$ cat src/rtl/fsm_seq_generator_pkg.sv
// Shared definitions for the serial pattern transmitter: state encoding and
// counter sizing helpers.
package fsm_seq_generator_pkg;

    typedef enum logic [1:0] {
        IDLE  = 2'b00,
        SHIFT = 2'b01,
        GAP   = 2'b10,
        DONE  = 2'b11
    } state_t;

    // A zero- or one-cycle gap still needs a one-bit counter so that ports stay legal.
    function automatic int gap_w(input int gap_cyc);
        return (gap_cyc > 1) ? $clog2(gap_cyc) : 1;
    endfunction

endpackage

$ cat src/rtl/fsm_seq_generator_shift.sv
// Frame shift register: parallel load has priority over shift; MSB drives the line.
module fsm_seq_generator_shift #(
    parameter int PAT_W = 8
) (
    input  logic             clk,
    input  logic             rst,
    input  logic             load,
    input  logic             shift_en,
    input  logic [PAT_W-1:0] din,
    output logic             msb
);

    logic [PAT_W-1:0] shift_q;

    always_ff @(posedge clk or negedge rst) begin
        if (!rst) begin
            shift_q <= '0;
        end else if (load) begin
            shift_q <= din;
        end else if (shift_en) begin
            shift_q <= {shift_q[PAT_W-2:0], 1'b0};
        end
    end

    assign msb = shift_q[PAT_W-1];

endmodule

$ cat src/rtl/fsm_seq_generator.sv
// Serial pattern transmitter: sends a captured pattern MSB-first, repeat_n
// times with GAP_CYC idle cycles between frames, then pulses done.
//
//   state | meaning
//   IDLE  | waiting for start; pattern and repeat_n captured on accept
//   SHIFT | one pattern bit on dout per cycle
//   GAP   | idle line between frames, GAP_CYC cycles
//   DONE  | one-cycle done pulse, start ignored
module fsm_seq_generator
    import fsm_seq_generator_pkg::*;
#(
    parameter int PAT_W   = 8,
    parameter int CNT_W   = 4,
    parameter int GAP_CYC = 2
) (
    input  logic             clk,
    input  logic             rst,
    input  logic             start,
    input  logic [PAT_W-1:0] pattern,
    input  logic [CNT_W-1:0] repeat_n,
    output logic             dout,
    output logic             dout_vld,
    output logic             busy,
    output logic             done,
    output logic [1:0]       state
);

    localparam int BIT_W = $clog2(PAT_W) + 1;
    localparam int GAP_W = gap_w(GAP_CYC);
    localparam logic [GAP_W-1:0] GAP_LOAD = GAP_W'((GAP_CYC > 0) ? GAP_CYC - 1 : 0);

    state_t             state_q;
    state_t             state_d;
    logic [PAT_W-1:0]   pat_q;
    logic [BIT_W-1:0]   bit_cnt;
    logic [CNT_W-1:0]   frm_cnt;
    logic [GAP_W-1:0]   gap_cnt;
    logic               bit_last;
    logic               frm_last;
    logic               gap_last;
    logic               load;
    logic               shift_en;
    logic [PAT_W-1:0]   load_val;
    logic               msb;

    assign bit_last = (bit_cnt == BIT_W'(PAT_W - 1));
    assign frm_last = (frm_cnt == CNT_W'(1));
    assign gap_last = (gap_cnt == '0);

    always_ff @(posedge clk or negedge rst) begin
        if (!rst) begin
            state_q <= IDLE;
        end else begin
            state_q <= state_d;
        end
    end

    always_comb begin
        state_d = state_q;
        case (state_q)
            IDLE:    if (start) state_d = SHIFT;
            SHIFT: begin
                if (bit_last) begin
                    if (frm_last)         state_d = DONE;
                    else if (GAP_CYC > 0) state_d = GAP;
                    else                  state_d = SHIFT;
                end
            end
            GAP:     if (gap_last) state_d = SHIFT;
            DONE:    state_d = IDLE;
            default: state_d = IDLE;
        endcase
    end

    always_comb begin
        dout     = 1'b0;
        dout_vld = 1'b0;
        busy     = (state_q != IDLE);
        done     = (state_q == DONE);
        state    = state_q;
        if (state_q == SHIFT) begin
            dout     = msb;
            dout_vld = 1'b1;
        end
    end

    // Frame count is a down-counter; repeat_n of zero is promoted to one frame.
    always_ff @(posedge clk or negedge rst) begin
        if (!rst) begin
            pat_q   <= '0;
            bit_cnt <= '0;
            frm_cnt <= '0;
            gap_cnt <= '0;
        end else begin
            case (state_q)
                IDLE: begin
                    if (start) begin
                        pat_q   <= pattern;
                        frm_cnt <= (repeat_n == '0) ? CNT_W'(1) : repeat_n;
                        bit_cnt <= '0;
                    end
                end
                SHIFT: begin
                    if (bit_last) begin
                        bit_cnt <= '0;
                        gap_cnt <= GAP_LOAD;
                        if (!frm_last) frm_cnt <= frm_cnt - CNT_W'(1);
                    end else begin
                        bit_cnt <= bit_cnt + BIT_W'(1);
                    end
                end
                GAP: begin
                    if (!gap_last) gap_cnt <= gap_cnt - GAP_W'(1);
                end
                default: ;
            endcase
        end
    end

    always_comb begin
        load_val = (state_q == IDLE) ? pattern : pat_q;
        load     = ((state_q == IDLE) && start)
                 || ((state_q == SHIFT) && bit_last && !frm_last && (GAP_CYC == 0))
                 || ((state_q == GAP) && gap_last);
        shift_en = (state_q == SHIFT) && !load;
    end

    fsm_seq_generator_shift #(
        .PAT_W (PAT_W)
    ) u_shift (
        .clk      (clk),
        .rst      (rst),
        .load     (load),
        .shift_en (shift_en),
        .din      (load_val),
        .msb      (msb)
    );

endmodule

$ cat config.mk
export PLATFORM = sky130hd
export DESIGN_NAME = fsm_seq_generator
export DESIGN_NICKNAME = d
export VERILOG_FILES = /design/src/rtl/fsm_seq_generator_pkg.sv /design/src/rtl/fsm_seq_generator_shift.sv /design/src/rtl/fsm_seq_generator.sv
export SDC_FILE = /design/constraint.sdc
export NUM_CORES = 1
export LEC_CHECK = 0
export CAP_MARGIN = 10
export CORE_ASPECT_RATIO = 1.2
export CORE_MARGIN = 1.5
export CORE_UTILIZATION = 40
export CTS_CLUSTER_DIAMETER = 80
export CTS_CLUSTER_SIZE = 12
export DETAILED_ROUTE_END_ITERATION = 6
export PLACE_DENSITY_LB_ADDON = 0.1
export SETUP_SLACK_MARGIN = 0.15
export SYNTH_ARGS = -nofsm -noshare
export SYNTH_HDL_FRONTEND = slang
export SYNTH_SLANG_ARGS = --single-unit
$ cat constraint.sdc
create_clock -name clk -period 4.2 [get_ports clk]
set_input_delay 0.84 -clock clk [delete_from_list [all_inputs] [get_ports clk]]
set_output_delay 0.84 -clock clk [all_outputs]
set_load 0.05 [all_outputs]
==> key figures <==
Synthesis
  – Post-synth EDFFs: 0
  – Synth Flop Type: dfrtp_1
  – Post-synth cell types: 37
  – #FFs+latches synth: 27
  – Syn Nets: 162
  – Post-synthesis sequential area ratio: 47.1%
  – Syn_area_per_cell: 9.97 sq um
  – Mapped Area: 0.00144 sq mm
  – Share of the synthesized area in the top cell type: 47.1%
  – Area leader, netlist: dfrtp_1
  – Synth async-reset ratio: 100%
  – Largest cells by area after synthesis: dfrtp_1 47%, mux2_2 5.5%, mux2i_1 3.5%, nor2_1 3.4%, a21oi_1 3.1%
  – Top cells by count, synth: 27 x dfrtp_1, 13 x nor2_1, 9 x a21oi_1, 9 x inv_1, 9 x nand2_1
  – Synthesized instance count: 144
  – Ys Warns: 0
  – Count leader, synth: dfrtp_1

Timing
  – Slew HR: 52.9%
  – RSZ-0062 raised after global routing: no
  – Period utilization: 78.7%
  – Worst hold slack: 512 ps
  – Endpoints failing setup: 0
  – Final Slew Violations: 0
  – Slew @ Worst Pin: 706 ps
  – Clk_skew: 4.69 ps
  – Max Fclk: 302 MHz
  – Setup TNS Final: 0 ps
  – Final hold violation count: 0
  – Crit path time final: 3310 ps

Floorplan
  – Core Area: 0.00340 sq mm
  – Starting Density: 42.3%
  – Rows: 23
  – Die W: 57.7 um
  – Die area: 0.00396 sq mm
  – Die Y-Extent: 68.6 um
  – # IOs: 21

Setup path
  – Crit path DAT: 2470 ps
  – Slowest Stage Delay on Critical Path: 810 ps
  – WP data required: 3360 ps
  – Worst-path cell with the longest stage delay: dfrtp_1
  – Setup crit start kind: register
  – CP Capture Type: output pin
  – Cell Chain, Critical Path: inv_1, nor2_1, clkdlybuf4s50_1
  – CP Max Fanout: 24
  – Crit Path Class: register to output pin

Place
  – RD Place Congestion: 0.746
  – DP HPWL: 2330 um
  – IO buf count: 20

Cells and area
  – Fillers: 319
  – Share of post-route cells with drive strength above 1: 9.20%
  – # nets final: 182
  – Area Overhead vs Synth: 18.8%
  – Diode count: 0

Clock tree
  – Clk Latency, worst-skew pair: 270 ps
  – Clock sink count: 27
  – Clk root buf: clkbuf_8
  – Postcts setup bufs: 0
  – Clk slew on worst S/H paths: 90 ps
  – TritonCTS Buffers: 3
  – Hold buffers post-CTS: 0
  – TritonCTS clock tree: done
  – CTS max path bufs: 2
  – CTS resizes: 0
  – Htree depth: 1

Flow run
  – Max cap viols: 0

Routing
  – WL/cell: 16.5 um
  – Drt total wl: 3300 um
  – DRC viols: 6
  – Post-route ant nets: 0
  – Drt pass-1 iters: 6
  – Vias: 1184
  – Initial DRC count: 48
  – Vias/cell: 5.92

Status
  – Failing checks: DRC
  – Status: complete, but fails checks

Global route
  – Total GRT Usage: 18.3%
  – First-pass GRT wire length: 5410 um
  – Initial antenna violation count: 0
  – Vias in the first global route: 1158
  – Residual overflow from global routing: 0
  – Pin count of the biggest net entering global routing: 28

Power
  – PwrDens: 700 mW/mm^2
  – Clock network fraction of total power: 12.5%
  – Pleak: 0.758 nW
  – Combinational fraction of design power: 45.3%
  – Power share of the sequential group: 42.2%
  – Max VDD drop: 232 uV
  – NetSw: 504 uW
  – Internal power: 689 uW
  – Sw Share: 42.3%

Hold path
  – Hold Crit Class: register to register
-- metal layers --
metal  wire (um)  track usage, %
met4          51            7.56
met1        1420            23.8
met2        1630            30.4
met3         192            2.99
met5           0               0
-- flip-flops by register name, summed over array words and instances, names as in the netlist --
| name | flops |
|---|---|
| pat_q | 8 |
| gap_cnt | 1 |
| bit_cnt | 4 |
| u_shift.shift_q | 8 |
| frm_cnt | 4 |
| state | 2 |
-- power by group through the flow --
stage	combinational (mW)	clock [mW]	sequential, mW
floorplan	0.423	0	0.471
global placement	0.534	0	0.503
detailed placement	0.545	0	0.506
CTS	0.546	0.154	0.502
global route	0.600	0.164	0.521
finish	0.540	0.150	0.503
-- worst paths after layout --
path | from | to | slack, ps | depth (start not counted)
max reg2reg | state[0]$_DFFE_PN0P_ | frm_cnt[1]$_DFFE_PN0P_ | 2100 | 4
min in group asynchronous | rst | frm_cnt[2]$_DFFE_PN0P_ | 930 | 2
max | state[0]$_DFFE_PN0P_ | done | 890 | 3
max in group asynchronous | rst | pat_q[1]$_DFFE_PN0P_ | 3000 | 2
min reg2reg | pat_q[0]$_DFFE_PN0P_ | pat_q[0]$_DFFE_PN0P_ | 510 | 1
min | pat_q[0]$_DFFE_PN0P_ | pat_q[0]$_DFFE_PN0P_ | 510 | 1
-- worst max-delay path: cells and delay by family (launching register included) --
family        cells  cell delay, ps
simple gates      1             170
buf+inv           2            1200
flops             1             810
-- logic make-up (layout without fill, tap and decap cells) --
| kind of cell | Yosys count | after routing | synth area share, % |
|---|---|---|---|
| buffers and inverters | 15 | 34 | 4.36 |
| muxes | 12 | 12 | 8.98 |
| and+or+nand+nor | 49 | 49 | 18.0 |
| adders and majority gates | 3 | 3 | 2.62 |
| AOI/OAI and AO/OA | 38 | 38 | 19.0 |
| DFF | 27 | 27 | 47.1 |
-- cell type report --
cell class | count | area [sq um] | share of cell area, %
Multi-Input combinational cell | 102 | 697 | 40.9
Sequential cell | 27 | 676 | 39.6
Tap cell | 37 | 46.3 | 2.71
Clock buffer | 4 | 45.0 | 2.64
Timing Repair Buffer | 21 | 208 | 12.2
Inverter | 9 | 33.8 | 1.98
-- through the flow --
stage	total power, mW	instances	worst slack (ps)	utilization (%)	cell area, sq um
2_1_floorplan	0.894	144	1670	-	1440
3_3_place_gp	1.04	196	1240	48.9	1660
3_5_place_dp	1.05	196	1230	48.9	1660
4_1_cts	1.20	200	893	50.2	1710
5_1_grt	1.28	200	707	50.2	1710
6_report	1.19	200	894	50.2	1710
-- placed cells by master (no fill, tap or decap), types with 7 or more instances in the layout --
cell / instances
dfrtp_1: 27
nand2_1: 9
clkdlybuf4s50_1: 20
a21oi_1: 9
and3_1: 7
mux2_2: 7
nor2_1: 13
inv_1: 9
Note: power is estimated with default switching activity, not from simulation.
